File: src/rtl/cpu_pkg.sv
// Shared encodings for the accumulator CPU: opcodes, instruction field positions
// and the program loader state encoding.
package cpu_pkg;

    localparam int OPCODE_MSB  = 15;
    localparam int OPCODE_LSB  = 11;
    localparam int OPERAND_MSB = 10;

    localparam logic [4:0] OP_HLT  = 5'b00000;
    localparam logic [4:0] OP_STO  = 5'b00001;
    localparam logic [4:0] OP_LD   = 5'b00010;
    localparam logic [4:0] OP_LDI  = 5'b00011;
    localparam logic [4:0] OP_ADD  = 5'b00100;
    localparam logic [4:0] OP_ADDI = 5'b00101;
    localparam logic [4:0] OP_SUB  = 5'b00110;
    localparam logic [4:0] OP_SUBI = 5'b00111;

    typedef enum logic [1:0] {
        WAIT_HI,
        WAIT_LO,
        DONE,
        ERROR
    } loader_state_e;

endpackage

File: src/rtl/loader_timeout_counter.sv
// Inter-byte idle timer: counts enabled cycles and pulses expired on the
// cycle the count reaches LIMIT-1, then restarts from zero.
module loader_timeout_counter #(
    parameter int LIMIT = 100000,
    localparam int W    = (LIMIT > 1) ? $clog2(LIMIT) : 1
) (
    input  logic clk,
    input  logic rst_n,
    input  logic clear,
    input  logic enable,
    output logic expired
);

    logic [W-1:0] count_reg;

    assign expired = enable && (count_reg == W'(LIMIT - 1));

    always_ff @(posedge clk or negedge rst_n) begin
        if (!rst_n) begin
            count_reg <= '0;
        end else if (clear || expired) begin
            count_reg <= '0;
        end else if (enable) begin
            count_reg <= count_reg + 1'b1;
        end
    end

endmodule

File: src/rtl/program_loader.sv
// Packs UART byte pairs into instruction words, writes them to program memory
// at consecutive addresses and releases the CPU once an HLT word is stored.
module program_loader
    import cpu_pkg::*;
#(
    parameter int PC_WIDTH       = 11,
    parameter int OPCODE_WIDTH   = 5,
    parameter int INSTR_WIDTH    = 16,
    parameter int TIMEOUT_CYCLES = 100000
) (
    input  logic                   clk,
    input  logic                   rst_n,
    input  logic [7:0]             rx_data,
    input  logic                   rx_valid,
    input  logic                   clear,
    output logic                   pm_wr_en,
    output logic [PC_WIDTH-1:0]    pm_addr,
    output logic [INSTR_WIDTH-1:0] pm_wr_data,
    output logic                   cpu_run,
    output logic                   load_done,
    output logic                   load_error,
    output logic [PC_WIDTH:0]      prog_len,
    output logic                   timeout_flag
);

    loader_state_e          state_reg;
    logic [PC_WIDTH-1:0]    addr_reg;
    logic [7:0]             hi_reg;
    logic [INSTR_WIDTH-1:0] word;
    logic                   word_is_hlt;
    logic                   timer_clear;
    logic                   timer_enable;
    logic                   timer_expired;

    assign word        = {hi_reg, rx_data};
    assign word_is_hlt = (word[INSTR_WIDTH-1 -: OPCODE_WIDTH] == '0);

    // The timer only runs while a high byte is waiting for its partner.
    assign timer_clear  = clear || (state_reg != WAIT_LO);
    assign timer_enable = (state_reg == WAIT_LO) && !rx_valid && !clear;

    loader_timeout_counter #(
        .LIMIT (TIMEOUT_CYCLES)
    ) u_timer (
        .clk     (clk),
        .rst_n   (rst_n),
        .clear   (timer_clear),
        .enable  (timer_enable),
        .expired (timer_expired)
    );

    always_ff @(posedge clk or negedge rst_n) begin
        if (!rst_n) begin
            state_reg    <= WAIT_HI;
            addr_reg     <= '0;
            hi_reg       <= '0;
            pm_wr_en     <= 1'b0;
            pm_addr      <= '0;
            pm_wr_data   <= '0;
            cpu_run      <= 1'b0;
            load_done    <= 1'b0;
            load_error   <= 1'b0;
            prog_len     <= '0;
            timeout_flag <= 1'b0;
        end else begin
            pm_wr_en     <= 1'b0;
            timeout_flag <= 1'b0;
            if (clear) begin
                state_reg  <= WAIT_HI;
                addr_reg   <= '0;
                hi_reg     <= '0;
                prog_len   <= '0;
                cpu_run    <= 1'b0;
                load_done  <= 1'b0;
                load_error <= 1'b0;
            end else begin
                case (state_reg)
                    WAIT_HI: begin
                        if (rx_valid) begin
                            hi_reg    <= rx_data;
                            state_reg <= WAIT_LO;
                        end
                    end
                    WAIT_LO: begin
                        if (rx_valid) begin
                            pm_wr_en   <= 1'b1;
                            pm_addr    <= addr_reg;
                            pm_wr_data <= word;
                            prog_len   <= prog_len + 1'b1;
                            if (word_is_hlt) begin
                                state_reg <= DONE;
                            end else if (addr_reg == '1) begin
                                state_reg <= ERROR;
                            end else begin
                                addr_reg  <= addr_reg + 1'b1;
                                state_reg <= WAIT_HI;
                            end
                        end else if (timer_expired) begin
                            timeout_flag <= 1'b1;
                            state_reg    <= WAIT_HI;
                        end
                    end
                    DONE: begin
                        load_done <= 1'b1;
                        cpu_run   <= 1'b1;
                    end
                    ERROR: begin
                        load_error <= 1'b1;
                        cpu_run    <= 1'b0;
                    end
                    default: state_reg <= WAIT_HI;
                endcase
            end
        end
    end

endmodule

File: config.mk
export PLATFORM = sky130hd
export DESIGN_NAME = program_loader
export DESIGN_NICKNAME = d
export VERILOG_FILES = /design/src/rtl/cpu_pkg.sv /design/src/rtl/loader_timeout_counter.sv /design/src/rtl/program_loader.sv
export SDC_FILE = /design/constraint.sdc
export NUM_CORES = 1
export LEC_CHECK = 0
export CAP_MARGIN = 15
export CORE_AREA = 5 5 102 104
export DETAILED_ROUTE_END_ITERATION = 6
export DIE_AREA = 0 0 107 109
export GPL_TIMING_DRIVEN = 0
export PLACE_DENSITY_LB_ADDON = 0.3
export RECOVER_POWER = 100
export REMOVE_ABC_BUFFERS = 1
export SKIP_LAST_GASP = 1
export SYNTH_ARGS = -nofsm -noshare
export SYNTH_HDL_FRONTEND = slang
export SYNTH_SLANG_ARGS = --single-unit
File: constraint.sdc
create_clock -name clk -period 2.7 [get_ports clk]
set_input_delay 0.405 -clock clk [delete_from_list [all_inputs] [get_ports clk]]
set_output_delay 0.405 -clock clk [all_outputs]
set_load 0.02 [all_outputs]
==> results of run 1 <==
## per-stage QoR
step                worst slack, ns  total power, uW
floorplan                     0.511             1540
finish                        0.185             2710
detailed placement           -0.863             1760
global route                -0.0102             2850
CTS                          0.0385             2780
global placement              -1.75             1740
## report_power, final
group	internal [uW]	switching (uW)	leakage, uW	total (uW)
combinational	147	214	0.000943	361
sequential	1300	44.0	0.00112	1340
clock	536	475	0.000113	1010
## worst max-delay path: stages
cell	delay [ns]
sky130_fd_sc_hd__clkdlybuf4s50_1	0.58
sky130_fd_sc_hd__and3b_1	0.42
sky130_fd_sc_hd__nand2b_4	0.29
sky130_fd_sc_hd__inv_4	0.20
sky130_fd_sc_hd__or3_4	0.44
sky130_fd_sc_hd__or3_1	0.31
sky130_fd_sc_hd__a21oi_1	0.14
## layer usage
metal  part of all wire [%]  up-vias  track usage (%)
li1                       -     1364                -
met4                    1.3        0             5.21
met3                    4.4       10             3.32
met2                     46       48             22.9
met1                     48     1333             18.9
met5                      0        -                0
## logic make-up after synthesis
family,Yosys count,share of synthesized area (%)
AOI/OAI and AO/OA,18,3.12
xor gates and xnor gates,30,7.21
adders and majority gates,3,1.03
buffers and inverters,21,2.88
DFF,82,56.3
muxes,13,3.60
and+or+nand+nor,211,25.9
## final cells by class
class	count	area [sq um]
multi-input combinational	276	1510
clock buffer	10	128
timing repair buffer	58	603
clock inverter	6	97.6
inverter	6	25.0
sequential	82	2050
tap	114	143
fill	903	4900
## Yosys cell counts (all sizes together) (2+ instances only)
library cell    n  area share (%)
a21oi           7            0.96
a31oi           2            0.34
and3            2            0.34
buf             6             1.2
clkbuf          9            0.96
dfrtp          82              56
ha              3             1.0
inv             6            0.69
mux2i          12             3.3
nand2         102              11
nand3          13             1.8
nand4          11             1.9
nor2           52             5.4
nor3            9             1.4
nor4            5            0.86
o21ai           7             1.1
or3             4            0.82
or4             3            0.72
xnor2          13             3.1
xor2           17             4.1
## final timing paths
kind	start	end	cells after the start
max in group asynchronous	rst_n	u_timer.count_reg[1]	3
min	hi_reg[1]	pm_wr_data[9]	2
min reg2reg	hi_reg[1]	pm_wr_data[9]	2
min in group asynchronous	rst_n	prog_len[9]	2
max	rx_valid	u_timer.count_reg[7]	7
max reg2reg	state_reg[1]	u_timer.count_reg[7]	6
## timing repair
item | 4_1_cts | 5_1_grt
setup endpoints to repair | 9 | 5
endpoints found under the hold margin | 26 | 0
hold buffers | 1 | 0
gates resized for setup | 2 | 1
cloned | 0 | 1
==> impl_summary.log, run 1 <==
INFO  metric tightestPinTransition = roughly 1.6 ns
INFO  metric crit_fanout = 35
INFO  metric synthArstFlopShare = 100%
INFO  metric ys_ff_latch = 82
INFO  metric timing.max_cap.violations = 1
INFO  metric drive_gt1_share = a little over 6%
INFO  metric die-width = 107 microns
INFO  metric largest_reg_flops = 17
INFO  metric drc_viols = 0
INFO  metric global_route.usage.total = 14.2%
INFO  metric firstDrtPassIters = 4
INFO  metric worst_path_required_time = slightly below 3 ns
INFO  metric clock_sink_count = 82
INFO  metric grt_start_max_net_pins = 57
INFO  metric setup_repair_after_global_routing_missed_its_margin = true
INFO  metric avgSynthCellArea = approximately 9.6 sq um
INFO  metric ys.warnings.count = 0
INFO  metric holdCritPathClass = reg -> reg
INFO  metric fp-row-count = 36
INFO  metric post_dr_vias_cell = between 4 and 5
INFO  metric initial_antenna_violation_count = 0
INFO  metric clk_transition_reported_paths = about 0.08 ns
INFO  metric post_route_core_utilization = a little under 50%
INFO  metric die-area = 11700 sq um
INFO  metric timing.fmax = 398 MHz
INFO  metric core_area = 9460 sq um
INFO  metric diodes = 0
INFO  metric synth_cell_type_count = 40
INFO  metric grt_pass1_vias = ~2800
INFO  metric status = finished, violations left
INFO  metric reg2reg_slack = 0.39 ns
INFO  metric final_report_hold_violation_count = 0
INFO  metric slew_headroom = -3.95%
INFO  metric boundaryPins = 56
INFO  metric most-common-layout-cells = 102 x sky130_fd_sc_hd__nand2_1, 82 x sky130_fd_sc_hd__dfrtp_1, 52 x sky130_fd_sc_hd__nor2_1, 45 x sky130_fd_sc_hd__dlygate4sd3_1, 17 x sky130_fd_sc_hd__xor2_1
INFO  metric layout.cells.non_filler = between 500 and 600
INFO  metric power_density = 595 nW/um^2
INFO  metric setup_total_negative_slack = 0 ns
INFO  metric ant_nets = 0
INFO  metric timing.critical_path.arrival = between 2 and 3 ns
INFO  metric dpl-instance-area = 4320 sq um
INFO  metric dp_cells = approximately 530
INFO  metric ys_seq_area_share = a little under three fifths
INFO  metric floorplan.die.height = ~110 microns
INFO  metric final_report_max_slew_violation_count = 27
INFO  metric violations = capacitance limit, slew limit
INFO  metric gpl.final_weighted_congestion = roughly 0.80
INFO  metric cts-root-to-sink-buffers = 2
INFO  metric power.ir.vdd_worst = 0.000288 V
INFO  metric synth_enable_flop_cells = 0
INFO  metric finalCriticalPeriod = between 2 and 3 ns
INFO  metric layout.cells.most_common = sky130_fd_sc_hd__nand2_1
INFO  metric path_class = in -> reg
INFO  metric clkLatencyLatePin = approximately 0.36 ns
INFO  metric final.period_utilization = between 90 and 100%
INFO  metric port-buffer-count = 55
INFO  metric cts_tree = done
INFO  metric drt_first_iter_violations = approximately 110
INFO  metric grt_first_pass_wirelength = about 13000 microns
INFO  metric number_of_clock_buffers_inserted_by_tritoncts = 9
INFO  metric fin_worst_skew = 0.00993 ns
INFO  metric hpwlAfterDp = about 5200 microns
INFO  metric p_r_area_growth_vs_syn = 25.0%
INFO  metric drt-wirelength-per-cell = ~14 microns
INFO  metric fin_hold_ws = between 0.4 and 0.5 ns
INFO  metric vias = roughly 2800
INFO  metric cts_root_buf = sky130_fd_sc_hd__clkbuf_8
INFO  metric initial_core_util = 38.5%
INFO  metric wirelength = 7670 microns
INFO  metric synthesis.instances = 378
INFO  metric cts_setup_buffers = 0
INFO  metric design.final.nets = approximately 450
INFO  metric ys.flop_type = sky130_fd_sc_hd__dfrtp_1
INFO  metric power.static_leakage = 0.00218 uW
INFO  metric design_area = between 4000 and 5000 sq um
INFO  metric cp-end-kind = flop
INFO  metric syn-cell-area = ~3600 sq um
INFO  metric final_report_setup_violation_count = 0
INFO  metric cp-start-kind = input port
INFO  metric globalRoute.totalOverflow = 0
INFO  metric h-tree-depth = 3
Note: power is estimated with default switching activity, not from simulation.
==> run 2: changes to the inputs <==
Settings changed: SETUP_SLACK_MARGIN set to 0.3.
==> run 2 against run 1 <==
Compared with the run above: the flow still finishes with violations (capacitance limit, slew limit); non-clock buffer count is 3 higher; core utilization increased by 0.079 points; power is essentially flat; via count is 1.3% higher; first-iteration DRC count shrank 6.3%; sequential share of layout area decreased by 0.074 points; final cell count grew 0.54%; critical endpoint unchanged; largest cell class unchanged; highest routed layer unchanged.
==> impl_summary.log, run 2 (same netlist as run 1, synthesis figures left out) <==
INFO  metric final_report_hold_violation_count = 0 (unchanged)
INFO  metric gpl.final_weighted_congestion = 0.797 (unchanged)
INFO  metric swShare = 27.0% (-0.031 points)
INFO  metric comb_power_share = 13.4% (about the same)
INFO  metric initial_core_util = 38.5% (unchanged)
INFO  metric h-tree-depth = 3 (unchanged)
INFO  metric worst-r2r-cell-count = 5 (-1)
INFO  metric violations = capacitance limit, slew limit
INFO  metric p_r_area_growth_vs_syn = 25.2%
INFO  metric worst_path_required_time = 2.98 ns (about the same)
INFO  metric setup_repair_after_global_routing_missed_its_margin = false
INFO  metric share_clk_of_total_power = 37.2% (about the same)
INFO  metric port-buffer-count = 55 (unchanged)
INFO  metric finalCriticalPeriod = 2.36 ns (-0.151 ns)
INFO  metric cp-end-kind = flop
INFO  metric power.ir.vdd_worst = 0.000287 V (-0.27%)
INFO  metric power.sequential.fraction = 49.4% (about the same)
INFO  metric worstHoldEndpoint = pm_wr_data[9]
INFO  metric boundaryPins = 56 (unchanged)
INFO  metric timing.max_cap.violations = 1 (unchanged)
INFO  metric die-width = 107 microns (unchanged)
INFO  metric diodes = 0 (unchanged)
INFO  metric timing.critical_path.arrival = 2.64 ns (-0.16 ns)
INFO  metric final_report_max_slew_violation_count = 27 (unchanged)
INFO  metric timing.fmax = 423 MHz (+6.4%)
INFO  metric drive_gt1_share = 6.12% (-0.042 points)
INFO  metric clkLatencyLatePin = 0.35 ns (about the same)
INFO  metric globalRoute.totalOverflow = 0 (unchanged)
INFO  metric drc_viols = 0 (unchanged)
INFO  metric tightestPinTransition = 1.56 ns (+0.00142 ns)
INFO  metric power_density = 594 nW/um^2 (-0.17%)
INFO  metric ant_nets = 0 (unchanged)
INFO  metric power.total = 2710 uW (about the same)
INFO  metric final_report_setup_violation_count = 0 (unchanged)
INFO  metric crit_fanout = 35 (unchanged)
INFO  metric global_route.usage.total = 14.7% (+0.43 points)
INFO  metric crit-reg2reg-launch = hi_reg[3]
INFO  metric p_int = 1980 uW (about the same)
INFO  metric core_area = 9460 sq um (unchanged)
INFO  metric number_of_clock_buffers_inserted_by_tritoncts = 9 (unchanged)
INFO  metric drt_first_iter_violations = 105 (-6.3%)
INFO  metric hpwlAfterDp = 5200 microns (unchanged)
INFO  metric cp-start-kind = input port
INFO  metric hold_depth = 2 (unchanged)
INFO  metric layout.cells.most_common = sky130_fd_sc_hd__nand2_1
INFO  metric reg2reg_slack = 0.36 ns (-0.03 ns)
INFO  metric die-area = 11700 sq um (unchanged)
INFO  metric status = finished, violations left
INFO  metric design.final.nets = 451 (+0.67%)
INFO  metric holdCritStartpoint = hi_reg[1]
INFO  metric slew_headroom = -4.04% (-0.095 points)
INFO  metric power_switching = 732 uW (-0.12%)
INFO  metric most-common-layout-cells = 102 x sky130_fd_sc_hd__nand2_1, 82 x sky130_fd_sc_hd__dfrtp_1, 52 x sky130_fd_sc_hd__nor2_1, 46 x sky130_fd_sc_hd__dlygate4sd3_1, 17 x sky130_fd_sc_hd__xor2_1
INFO  metric grt_first_pass_wirelength = 13600 microns (+2.3%)
INFO  metric vias = 2790 (+1.3%)
INFO  metric cts-root-to-sink-buffers = 2 (unchanged)
INFO  metric cts_tree = done
INFO  metric grt_start_max_net_pins = 57 (unchanged)
INFO  metric floorplan.die.height = 109 microns (unchanged)
INFO  metric grt_pass1_vias = 2801 (+0.14%)
INFO  metric path_class = in -> reg
INFO  metric initial_antenna_violation_count = 0 (unchanged)
INFO  metric wirelength = 7800 microns (+1.7%)
INFO  metric post_dr_vias_cell = 5.03 (+0.72%)
INFO  metric setup_total_negative_slack = 0 ns (unchanged)
INFO  metric crit-reg2reg-capture = addr_reg[7]
INFO  metric firstDrtPassIters = 4 (unchanged)
INFO  metric cts_root_buf = sky130_fd_sc_hd__clkbuf_8
INFO  metric final.period_utilization = 87.5% (-5.6 points)
INFO  metric fin_worst_skew = 0.0107 ns (+0.000725 ns)
INFO  metric clock_sink_count = 82 (unchanged)
INFO  metric holdCritPathClass = reg -> reg
INFO  metric drt-wirelength-per-cell = 14.0 microns (+1.1%)
INFO  metric clk_transition_reported_paths = 0.08 ns (about the same)
INFO  metric largest_reg_flops = 17 (unchanged)
INFO  metric fp-row-count = 36 (unchanged)
INFO  metric power.static_leakage = 0.00219 uW (+0.21%)
-- run 2: cell count changes in the layout (fill, tap and decap cells not counted) --
cell | before | now
sky130_fd_sc_hd__and2_0 | 0 | 1
sky130_fd_sc_hd__o21ai_2 | 1 | 0
sky130_fd_sc_hd__nand2b_1 | 0 | 1
sky130_fd_sc_hd__o21ai_1 | 0 | 1
sky130_fd_sc_hd__clkbuf_1 | 3 | 4
sky130_fd_sc_hd__and2_1 | 1 | 0
sky130_fd_sc_hd__dlygate4sd3_1 | 45 | 46
sky130_fd_sc_hd__nand2b_4 | 1 | 0
sky130_fd_sc_hd__clkdlybuf4s50_1 | 9 | 8
sky130_fd_sc_hd__buf_4 | 0 | 2
-- run 2: timing repair --
action                                  CTS  global route
gates cloned                              1             0
hold endpoints to repair                 26             0
hold buffers                              1             0
buffers inserted                          1             2
gates resized for setup                   4             2
endpoints found under the setup margin   39             2
pin swaps                                 0             1
-- run 2: per-stage QoR --
| stage | instances | setup WS [ns] | hold WS (ns) | utilization (%) | area (sq um) |
|---|---|---|---|---|---|
| finish | 555 | 0.337 | 0.473 | 48.3 | 4570 |
| global route | 555 | 0.197 | 0.504 | 48.3 | 4570 |
| CTS | 553 | 0.364 | 0.481 | 48.4 | 4580 |
| detailed placement | 534 | -0.863 | 0.352 | 45.6 | 4320 |
| global placement | 532 | -1.75 | 0.453 | 45.0 | 4260 |
| floorplan | 363 | 0.511 | 0.109 | - | 3570 |
-- run 2: how the worst max path moves through the flow --
stage	from	end	slack (ns)	depth (start not counted)
floorplan	state_reg[0]	u_timer.count_reg[7]	0.51	6
global placement	rst_n	pm_wr_data[3]	-1.75	1
detailed placement	clear	u_timer.count_reg[7]	-0.86	6
CTS	rx_valid	addr_reg[7]	0.36	6
global route	rx_valid	u_timer.count_reg[7]	0.20	7
finish	rx_valid	u_timer.count_reg[7]	0.34	7
-- run 2: cell type report --
cell class / count / area [sq um]
Fill cell: 911 / 4890
Sequential cell: 82 / 2050
Multi-Input combinational cell: 276 / 1500
Tap cell: 114 / 143
Clock inverter: 6 / 97.6
Timing Repair Buffer: 61 / 622
Clock buffer: 10 / 128
Inverter: 6 / 25.0
-- run 2: layer usage --
| metal | vias up | routed length [microns] | track usage [%] |
|---|---|---|---|
| met5 | - | 0 | 0 |
| met4 | 0 | 117 | 5.39 |
| met3 | 11 | 347 | 3.32 |
| met2 | 49 | 3700 | 23.3 |
| met1 | 1362 | 3640 | 19.7 |
| li1 | 1368 | - | - |
-- run 2: power groups by stage --
stage / Sequential (uW) / Combinational (uW) / Clock (uW)
floorplan: 1440 / 100 / 0
global placement: 1370 / 371 / 0
detailed placement: 1370 / 389 / 0
CTS: 1350 / 395 / 1050
global route: 1350 / 397 / 1100
finish: 1340 / 362 / 1010
-- run 2: worst max-delay path: stages --
cell and delay, ns:
sky130_fd_sc_hd__dlygate4sd3_1 0.68, sky130_fd_sc_hd__and3b_1 0.27, sky130_fd_sc_hd__nand2b_1 0.20, sky130_fd_sc_hd__inv_4 0.19, sky130_fd_sc_hd__or3_4 0.43, sky130_fd_sc_hd__or3_1 0.31
sky130_fd_sc_hd__a21oi_1 0.14
==> run 3: changes to the inputs <==
Settings changed: DONT_BUFFER_PORTS set to 1, HOLD_SLACK_MARGIN set to 0.06.
==> run 3 against run 2 <==
Compared with the run above: the flow now finishes without violations; sequential share of layout area up 6.8 points; hold slack worse by 0.37 ns; final area down 13%; sequential cell count unchanged; critical path depth down 3; die area unchanged; routed wire length down 1.5%; critical path type is now reg -> reg; largest cell class unchanged.
==> impl_summary.log, run 3 (same netlist as run 1, synthesis figures left out) <==
INFO  metric layout.cells.most_common = sky130_fd_sc_hd__nand2_1
INFO  metric clkLatencyLatePin = 0.36 ns (about the same)
INFO  metric grt_start_max_net_pins = 83 (+46%)
INFO  metric crit_fanout = 15 (-57%)
INFO  metric power.total = 2460 uW (-9.2%)
INFO  metric number_of_clock_buffers_inserted_by_tritoncts = 9 (unchanged)
INFO  metric setup_total_negative_slack = 0 ns (unchanged)
INFO  metric timing.fmax = 446 MHz (+5.4%)
INFO  metric final.period_utilization = 83.1% (-4.5 points)
INFO  metric timing.critical_path.arrival = 2.47 ns (-0.17 ns)
INFO  metric power.ir.vdd_worst = 0.000366 V (+27%)
INFO  metric post_route_core_utilization = 42.0% (-6.3 points)
INFO  metric slew_headroom = 24.9% (+29 points)
INFO  metric initial_core_util = 38.5% (unchanged)
INFO  metric cp-end-kind = flop
INFO  metric fillerInstances = 938 (+3.0%)
INFO  metric wirelength = 7680 microns (-1.5%)
INFO  metric power_density = 621 nW/um^2 (+4.5%)
INFO  metric firstDrtPassIters = 4 (unchanged)
INFO  metric worst_path_required_time = 2.92 ns (-0.06 ns)
INFO  metric path_class = reg -> reg
INFO  metric largest_reg_flops = 17 (unchanged)
INFO  metric timing.max_cap.violations = 0 (-1)
INFO  metric hpwlAfterDp = 4810 microns (-7.6%)
INFO  metric clock_sink_count = 82 (unchanged)
INFO  metric dp_cells = 478 (-10%)
INFO  metric fin_hold_ws = 0.101 ns (-0.372 ns)
INFO  metric layout.cells.non_filler = 500 (-9.9%)
INFO  metric drt_first_iter_violations = 162 (+54%)
INFO  metric global_route.usage.total = 14.3% (-0.38 points)
INFO  metric core_area = 9460 sq um (unchanged)
INFO  metric final_report_hold_violation_count = 0 (unchanged)
INFO  metric drc_viols = 0 (unchanged)
INFO  metric drt-wirelength-per-cell = 15.4 microns (+9.4%)
INFO  metric final_report_setup_violation_count = 0 (unchanged)
INFO  metric clk_transition_reported_paths = 0.09 ns (about the same)
INFO  metric grt_first_pass_wirelength = 12900 microns (-4.8%)
INFO  metric port-buffer-count = 0 (-100%)
INFO  metric cts_tree = done
INFO  metric ant_nets = 0 (unchanged)
INFO  metric finalCriticalPeriod = 2.24 ns (-0.120 ns)
INFO  metric holdCritPathClass = in -> reg
INFO  metric drive_gt1_share = 7.77% (+1.6 points)
INFO  metric boundaryPins = 56 (unchanged)
INFO  metric most-common-layout-cells = 102 x sky130_fd_sc_hd__nand2_1, 82 x sky130_fd_sc_hd__dfrtp_1, 52 x sky130_fd_sc_hd__nor2_1, 17 x sky130_fd_sc_hd__xor2_1
INFO  metric final_report_max_slew_violation_count = 0 (-100%)
INFO  metric die-width = 107 microns (unchanged)
INFO  metric p_r_area_growth_vs_syn = 8.85%
INFO  metric tightestPinTransition = 1.13 ns (-0.434 ns)
INFO  metric cts-root-to-sink-buffers = 2 (unchanged)
INFO  metric diodes = 0 (unchanged)
INFO  metric gpl.final_weighted_congestion = 0.745 (-6.5%)
INFO  metric post_dr_vias_cell = 5.15 (+2.4%)
INFO  metric grt_pass1_vias = 2634 (-6.0%)
INFO  metric floorplan.die.height = 109 microns (unchanged)
INFO  metric design.final.nets = 396 (-12%)
INFO  metric globalRoute.totalOverflow = 0 (unchanged)
INFO  metric cts_root_buf = sky130_fd_sc_hd__clkbuf_8
INFO  metric h-tree-depth = 3 (unchanged)
INFO  metric power.static_leakage = 0.00185 uW (-16%)
INFO  metric die-area = 11700 sq um (unchanged)
INFO  metric setup_repair_after_global_routing_missed_its_margin = false
INFO  metric fin_worst_skew = 0.00733 ns (-0.00333 ns)
INFO  metric status = complete, no violations
INFO  metric fp-row-count = 36 (unchanged)
INFO  metric cp-start-kind = flop
INFO  metric initial_antenna_violation_count = 0 (unchanged)
INFO  metric vias = 2574 (-7.7%)
-- run 3: metrics by stage --
| stage | cell area [sq um] | worst slack [ns] |
|---|---|---|
| final | 3970 | 0.457 |
| after global routing | 3970 | 0.320 |
| after CTS | 3970 | 0.334 |
| after detailed placement | 3720 | -0.0356 |
| after global placement | 3710 | 0.0101 |
| after floorplan | 3570 | 0.511 |
-- run 3: worst paths after layout --
kind | cells after the start | start | slack [ns] | end
max | 4 | u_timer.count_reg[6] | 0.46 | u_timer.count_reg[13]
min | 1 | clear | 0.10 | prog_len[9]
max reg2reg | 4 | u_timer.count_reg[6] | 0.46 | u_timer.count_reg[13]
min reg2reg | 2 | hi_reg[1] | 0.47 | pm_wr_data[9]
max in group asynchronous | 2 | rst_n | 1.13 | pm_addr[9]
min in group asynchronous | 2 | rst_n | 0.81 | prog_len[9]
-- run 3: critical path: stages (launching register included) --
cell                       delay [ns]
sky130_fd_sc_hd__dfrtp_1         0.43
sky130_fd_sc_hd__or4_1           0.52
sky130_fd_sc_hd__or4_1           0.63
sky130_fd_sc_hd__o21bai_4        0.38
sky130_fd_sc_hd__o21ai_0         0.15
-- run 3: report_power, final --
group	total (uW)	switching, uW	internal (uW)	leakage [uW]
Sequential	1430	131	1300	0.00112
Clock	885	459	425	0.0000954
Combinational	152	98.0	53.8	0.000625
Total	2460	688	1780	0.00185
-- run 3: layout make-up --
cell class                      count  area [sq um]  area share (%)
Multi-Input combinational cell    276          1510            38.1
Inverter                            6          25.0           0.631
Clock inverter                      7          68.8            1.73
Timing Repair Buffer                6          43.8            1.10
Tap cell                          114           143            3.59
Clock buffer                        9           124            3.12
Sequential cell                    82          2050            51.7
-- run 3: routing by layer --
metal  up-vias  wire length (microns)  GRT usage [%]
met2        43                   3660           23.1
met5         -                      0              0
li1       1255                      -              -
met3        11                    377           3.79
met1      1265                   3510           17.9
met4         0                    143           6.85
-- run 3: repair_timing --
action / CTS / global route
setup endpoints to repair: 10 / 9
buffers inserted: 0 / 3
hold buffers: 2 / 0
gates cloned: 1 / 0
gates resized for setup: 1 / 3
endpoints found under the hold margin: 82 / 0
==> RTL change, RTL diff (flow settings as in run 1) <==
`PC_WIDTH`: 11 -> 22.
--- a/src/rtl/program_loader.sv
+++ b/src/rtl/program_loader.sv
@@ -3,7 +3,7 @@
 module program_loader
     import cpu_pkg::*;
 #(
-    parameter int PC_WIDTH       = 11,
+    parameter int PC_WIDTH       = 22,
     parameter int OPCODE_WIDTH   = 5,
     parameter int INSTR_WIDTH    = 16,
     parameter int TIMEOUT_CYCLES = 100000
Interface: changed (resized pm_addr and prog_len); port bits go from 56 to 78. The function was not compared with the original's and may differ.
==> RTL change against run 1 <==
Power is 71% higher; clock skew up 0.72 ps; count of clock-buffer cells in the layout grew 12; wire length increased by 60%; sequential cell count grew 33; setup slack gained 7.6 ps; area after synthesis increased by 45%; design area up 49%; worst hold slack lost 180 ps; core utilization increased by 24 points; critical path type unchanged; largest power group is now the clock network.
==> RTL change: results (changes against run 1) <==
- Status: finished clean (was complete, but fails checks)
- Least-Margin Pin Slew: 1320 ps (was 1560 ps)
- Dpl cells: 726 (was 534)
- Sequential share of the synthesized area: 54.6% (was 56.3%)
- CP delay by family, top: buffers and inverters (was simple AND/OR/NAND/NOR gates)
- Initial DRC Count: 262 (was 112)
- Mean post-synth cell area: 9.52 um2 (was 9.65 um2)
- Max-cap violation count: 0 (was 1)
- Met2 WL post-DR: 6250 um (was 3540 um)
- Filler cell count: 708 (was 903)
- Pre-Repair DR Iteration Count: 5 (was 4)
- Via total after detailed routing: 4281 (was 2755)
- Mux share of post-synthesis cell area: 2.56% (was 3.60%)
- Critical path arrival: 2880 ps (was 2800 ps)
- TritonCTS Buffers: 17 (was 9)
- Clock-pin slew on the worst setup and hold paths: 50 ps (was 80 ps)
- Internal: 3.60 mW (was 1.98 mW)
- Synth Area in Adders: 0.712% (was 1.03%)
- H-tree depth: 4 (was 3)
- Yosys cell types: 50 (was 40)
- Worst flop-to-flop path endpoint: addr_reg[13]$_DFFE_PN0P_ (was u_timer.count_reg[7]$_DFFE_PN0P_)
- Reg2Reg Setup Slack: 220 ps (was 390 ps)
- Xor/xnor share of the synthesized area: 5.98% (was 7.21%)
- Post-Route WL: 12200 um (was 7670 um)
- Setup Skew: 10.6 ps (was 9.93 ps)
- Synth Area in Compound Gates: 6.83% (was 3.12%)
- Hold_sp: clear (was hi_reg[1]$_DFFE_PN0P_)
- Hold path endpoint: prog_len[7]$_DFFE_PN0P_ (was pm_wr_data[9]$_DFFE_PN0P_)
- First-pass GRT wire length: 20600 um (was 13300 um)
- Final nets: 647 (was 448)
- GPL Wtd Cong: 0.837 (was 0.797)
- Largest net degree at the start of global routing: 64 (was 57)
- WL met3: 674 um (was 337 um)
RTL change: cell types whose count changed after synthesis, sizes merged, moves of 6 or more:
cell   change
a21oi     +14
dfrtp     +33
inv        +8
nand2     +27
nand3      +7
nor2       +8
nor4       +8
o21ai     +13
or3        +6
or4        +6
xnor2      +6
RTL change: power groups by stage:
stage / clock, mW / combinational, mW / sequential [mW]
after floorplan: 0 / 0.108 / 1.93
after global placement: 0 / 0.391 / 1.86
after detailed placement: 0 / 0.412 / 1.87
after CTS: 2.44 / 0.417 / 1.84
after global routing: 2.53 / 0.427 / 1.85
final: 2.42 / 0.387 / 1.84
RTL change: area by class of cell:
| class | instances | area share, % |
|---|---|---|
| Clock inverter | 10 | 2.61 |
| Timing Repair Buffer | 81 | 12.5 |
| Inverter | 14 | 0.809 |
| Multi-Input combinational cell | 403 | 32.9 |
| Tap cell | 114 | 2.10 |
| Sequential cell | 115 | 42.3 |
| Clock buffer | 22 | 6.80 |
